**src/rtl/key_pkg.sv**
```systemverilog
// key_pkg: repeat FSM state encoding and shared counter-width helper
package key_pkg;
  typedef enum logic [1:0] {IDLE, DELAY, REPEAT} rep_state_e;
  function automatic int cnt_width(input int a, input int b, input int c);
    int m;
    m = (a > b) ? a : b;
    m = (m > c) ? m : c;
    return $clog2(m + 1);
  endfunction
endpackage

```
**src/rtl/key_debounce_chan.sv**
```systemverilog
// key_debounce_chan: one key (clk, rst, key_n active-low in) -> sync, debounce, level/press/rel/rep pulses out
module key_debounce_chan
  import key_pkg::*;
#(
  parameter int DEBOUNCE_CYCLES = 1_000_000,
  parameter int REPEAT_DELAY    = 25_000_000,
  parameter int REPEAT_PERIOD   = 5_000_000
) (
  input  logic clk,
  input  logic rst,
  input  logic key_n,
  output logic level,
  output logic press,
  output logic rel,
  output logic rep
);
  localparam int W = cnt_width(DEBOUNCE_CYCLES, REPEAT_DELAY, REPEAT_PERIOD);
  localparam logic [W-1:0] DB_END = W'(DEBOUNCE_CYCLES - 1);
  localparam logic [W-1:0] RD_END = W'(REPEAT_DELAY - 1);
  localparam logic [W-1:0] RP_END = W'(REPEAT_PERIOD - 1);
  logic s1, s2, raw, flip, rise, fall, rep_nxt;
  logic [W-1:0] cnt, tmr, tmr_nxt;
  rep_state_e state, state_nxt;
  assign raw  = ~s2;
  assign flip = (raw != level) && (cnt == DB_END);
  assign rise = flip & raw;
  assign fall = flip & ~raw;
  always_ff @(posedge clk) begin
    if (rst) begin
      s1    <= 1'b1;
      s2    <= 1'b1;
      cnt   <= '0;
      level <= 1'b0;
      press <= 1'b0;
      rel   <= 1'b0;
      state <= IDLE;
      tmr   <= '0;
      rep   <= 1'b0;
    end else begin
      s1    <= key_n;
      s2    <= s1;
      cnt   <= (raw == level || flip) ? '0 : cnt + 1'b1;
      level <= flip ? raw : level;
      press <= rise;
      rel   <= fall;
      state <= state_nxt;
      tmr   <= tmr_nxt;
      rep   <= rep_nxt;
    end
  end
  always_comb begin
    state_nxt = state;
    tmr_nxt   = tmr + 1'b1;
    rep_nxt   = 1'b0;
    case (state)
      IDLE: begin
        tmr_nxt = '0;
        if (rise && REPEAT_DELAY != 0) state_nxt = DELAY;
      end
      DELAY: if (tmr == RD_END) begin
        state_nxt = REPEAT;
        tmr_nxt   = '0;
        rep_nxt   = 1'b1;
      end
      REPEAT: if (tmr == RP_END) begin
        tmr_nxt = '0;
        rep_nxt = 1'b1;
      end
      default: state_nxt = IDLE;
    endcase
    if (fall) begin
      state_nxt = IDLE;
      tmr_nxt   = '0;
      rep_nxt   = 1'b0;
    end
  end
endmodule

```
**src/rtl/key_input_conditioner.sv**
```systemverilog
// key_input_conditioner: CLOCK_50/reset, raw KEY_N in -> per-key key_level, key_press, key_release, key_repeat out
module key_input_conditioner
  import key_pkg::*;
#(
  parameter int N_KEYS          = 4,
  parameter int DEBOUNCE_CYCLES = 1_000_000,
  parameter int REPEAT_DELAY    = 25_000_000,
  parameter int REPEAT_PERIOD   = 5_000_000
) (
  input  logic              CLOCK_50,
  input  logic              reset,
  input  logic [N_KEYS-1:0] KEY_N,
  output logic [N_KEYS-1:0] key_level,
  output logic [N_KEYS-1:0] key_press,
  output logic [N_KEYS-1:0] key_release,
  output logic [N_KEYS-1:0] key_repeat
);
  for (genvar i = 0; i < N_KEYS; i++) begin : g_chan
    key_debounce_chan #(
      .DEBOUNCE_CYCLES(DEBOUNCE_CYCLES),
      .REPEAT_DELAY   (REPEAT_DELAY),
      .REPEAT_PERIOD  (REPEAT_PERIOD)
    ) u_chan (
      .clk  (CLOCK_50),
      .rst  (reset),
      .key_n(KEY_N[i]),
      .level(key_level[i]),
      .press(key_press[i]),
      .rel  (key_release[i]),
      .rep  (key_repeat[i])
    );
  end
endmodule

```
**config.mk**
```make
export PLATFORM = sky130hd
export DESIGN_NAME = key_input_conditioner
export DESIGN_NICKNAME = d
export VERILOG_FILES = /design/src/rtl/key_pkg.sv /design/src/rtl/key_debounce_chan.sv /design/src/rtl/key_input_conditioner.sv
export SDC_FILE = /design/constraint.sdc
export NUM_CORES = 1
export LEC_CHECK = 0
export CORE_ASPECT_RATIO = 0.7
export CORE_UTILIZATION = 60
export CTS_BUF_LIST = sky130_fd_sc_hd__clkbuf_8
export DETAILED_ROUTE_END_ITERATION = 10
export DONT_BUFFER_PORTS = 1
export GPL_TIMING_DRIVEN = 0
export HOLD_SLACK_MARGIN = 0.1
export PLACE_DENSITY = 0.77
export SYNTH_ARGS = -nofsm -noshare
export SYNTH_HDL_FRONTEND = slang
export SYNTH_HIERARCHICAL = 1
export SYNTH_SLANG_ARGS = --single-unit
```
**constraint.sdc**
```tcl
create_clock -name CLOCK_50 -period 3.3 [get_ports CLOCK_50]
set_input_delay 0.99 -clock CLOCK_50 [delete_from_list [all_inputs] [get_ports CLOCK_50]]
set_output_delay 0.99 -clock CLOCK_50 [all_outputs]
set_load 0.005 [all_outputs]
```
==> flow_metrics.py <==
metrics = {
    "run_status": {
        "status": "completed",
    },
    "power_and_ir_drop": {
        "ir_drop_v": 0.0003468,
        "power_leakage_nw": 3.473,
        "totalPowerFinal_w": 0.005220,
        "p_per_area_mw_per_mm2": 444.3,
    },
    "logic_synthesis": {
        "yosysWarnings": 6,
        "synth_nets": 1266,
        "ys_types": 35,
        "netlist_instances": 1236,
        "ys_ff_latch": 232,
        "async_flop_share_pct": 0,
        "postSynthAreaPerCell_um2": 8.686,
        "yosysSeqAreaShare_pct": 43.26,
        "synth_edf_count": 0,
        "synth-main-ff-cell": "dfxtp_1",
        "netlist_area_mm2": 0.01074,
    },
    "cts": {
        "cts.repair.resized": 0,
        "postCtsSetupBuffers": 0,
        "tritoncts": "built",
        "cts_root_buf": "clkbuf_8",
        "ctsLongestPathBuffers": 3,
        "hold_buffers": 0,
        "cts_sinks": 232,
        "cts_made_buffers": 37,
        "cts.clk_slew.worst_paths_ns": 0.05,
        "htreeDepth": 2,
        "clock_latency_ns": 0.52,
    },
    "grt": {
        "grt_pass1_wl_um": 35740,
        "grt_max_degree": 29,
        "overflow": 0,
        "grtUsageTotal_pct": 23.04,
        "antenna_found_initial": 1,
        "grt_pass1_vias": 7652,
    },
    "worst_setup_path": {
        "critPathArrivalTime_ns": 3.18,
        "crit_top_cell": "clkbuf_1",
        "r2r-start": "g_chan[0].u_chan/cnt[12]",
        "crit_fanout": 10,
        "critPathRequiredTime_ns": 3.69,
        "crit_type": "reg2reg",
        "cp-end-kind": "register",
        "cp-start-kind": "register",
        "crit_start": "g_chan[0].u_chan/cnt[12]",
        "crit_chain": "clkbuf_1 > nor4b_1 > nand4_1 > or4_1 > clkbuf_1 > nand2_1 > clkbuf_1 > nor2_1",
        "worst_path_max_delay_cell": "or4_1",
        "cp_slowest_stage_delay_ns": 0.56,
    },
    "layout": {
        "fin_nets": 1305,
        "final_cell_mix": "240 x nor2_1, 232 x dfxtp_1, 148 x xnor2_1, 77 x inv_1, 76 x nand2_1",
        "ff_latch_area_mm2": 0.004644,
        "drive_gt1_share_pct": 6.313,
        "fin_util_pct": 67.85,
        "fill_cells": 1417,
        "area_growth_pct": 9.452,
        "multi_input_area_mm2": 0.005655,
        "layout_commonest_cell": "nor2_1",
    },
    "floorplan": {
        "initial_core_util_pct": 61.99,
        "placement_rows": 40,
        "core_region_area_mm2": 0.01732,
        "boundaryPins": 22,
        "fp.dieArea_mm2": 0.01844,
        "dieWidth_um": 161.9,
        "die_h_um": 113.9,
    },
    "drt": {
        "vias": 8473,
        "drt_iter0_drc": 626,
        "wl_met3_um": 1249,
        "firstDrtPassIters": 6,
        "top_layer_used": "met4",
        "wl_met1_um": 10960,
        "ant_nets": 0,
        "routed_wl_um": 21030,
        "dr_wl_met2_um": 8527,
        "wire_per_inst_um": 13.73,
        "drc_errors": 0,
        "viasPerCell": 5.534,
    },
    "sta": {
        "setup_tns_ns": 0,
        "hold_viol": 0,
        "setup_ws_ns": 0.5083,
        "rsz0062_at_grt": "false",
        "finClkSkew_ns": 0.01219,
        "fmax_ghz": 0.3582,
        "finalMaxSlewViolations": 0,
        "tightest_slew_ns": 0.5265,
        "period_needed_ns": 2.792,
        "min_period_over_period_pct": 84.60,
        "setup-violations-final": 0,
        "maxSlewHeadroom_pct": 64.41,
    },
    "placed_design": {
        "portBuffers": 0,
        "place_congestion": 0.9141,
        "pre_cts_ws_ns": 0.5645,
        "dp_hpwl_um": 14390,
    },
    "hold_path": {
        "hold_path_class": "reg2reg",
        "holdCritStartpoint": "g_chan[3].u_chan/s1",
    },
    "job": {
        "cap_violations": 0,
    },
}
-- report_power, final --
group | total, W | leakage (nW) | internal (W) | switching (W)
sequential | 0.00281 | 1.87 | 0.00281 | 0.00000280
combinational | 0.0000291 | 1.19 | 0.0000100 | 0.0000191
clock | 0.00238 | 0.415 | 0.00131 | 0.00107
total | 0.00522 | 3.47 | 0.00412 | 0.00110
-- worst paths after layout --
path	end	slack (ns)	cells past startpoint
min reg2reg	g_chan[3].u_chan/s2	0.41	1
max	g_chan[0].u_chan/cnt[21]	0.51	8
min	g_chan[3].u_chan/s2	0.41	1
max reg2reg	g_chan[0].u_chan/cnt[21]	0.51	8
-- logic make-up (layout without fill, tap and decap cells) --
group,Yosys count,count (layout),synth area share (%)
and+or+nand+nor,644,644,30.35
other,0,1,0
adders and majority gates,24,24,2.797
xor gates and xnor gates,184,184,15.01
DFF,232,232,43.26
buffers and inverters,100,163,4.056
muxes,4,4,0.3730
AOI/OAI and AO/OA,48,48,4.149
-- cell usage after synthesis, drive strengths merged, types with 8 or more instances --
cell	instances	share of area (%)
nor3	60	2.8
xnor2	148	12
o31ai	8	1.1
a21oi	8	0.37
clkbuf	28	0.98
or2	12	0.70
buf	8	0.84
xor2	36	2.9
nor2	240	8.4
or4	28	2.0
and2	16	0.93
and3	16	0.93
o32ai	8	0.65
nand2	76	2.7
nor4b	12	0.98
nand3	56	2.6
o31a	8	0.65
ha	24	2.8
and4	20	1.6
nand4	40	2.3
dfxtp	232	43
inv	64	2.2
nor4	36	2.1
nor2b	8	0.47
or3	8	0.47
-- per-layer routing --
layer / global-route usage, % / up-vias
met5: 0 / -
met4: 6.667 / 0
met3: 4.655 / 30
met2: 33.99 / 196
met1: 33.82 / 3932
li1: - / 4315
-- flip-flops by register name, summed over array words and instances, names as in the netlist --
| signal | flops |
|---|---|
| g_chan.u_chan/tmr | 100 |
| g_chan.u_chan/press | 4 |
| g_chan.u_chan/cnt | 100 |
| g_chan.u_chan/s1 | 4 |
| g_chan.u_chan/s2 | 4 |
| g_chan.u_chan/level | 4 |
| g_chan.u_chan/state | 8 |
| g_chan.u_chan/rel | 4 |
| g_chan.u_chan/rep | 4 |
-- area by class of cell --
cell class	instances	share of cell area (%)
inverters	64	2.045
multi-input cells	904	48.13
well taps	231	2.460
plain buffers	36	1.661
diodes	1	0.02130
flip-flops and latches	232	39.53
clock buffers	45	5.271
clock inverters	18	0.8838
-- worst max-delay path: cells and delay by family (launching register included) --
kind	cells	cell delay [ns]
flip-flops	1	0.29
AND/OR/NAND/NOR	5	1.60
buffers and inverters	3	0.77
-- stage by stage --
step / hold WS (ns) / std cells / area [um^2]
after floorplan: 0.3895 / 1236 / 10740
after global placement: 0.3910 / 1467 / 11020
after detailed placement: 0.3929 / 1467 / 11020
after CTS: 0.4057 / 1530 / 11750
after global routing: 0.4124 / 1530 / 11750
final: 0.4053 / 1531 / 11750
Note: power is estimated with default switching activity, not from simulation.
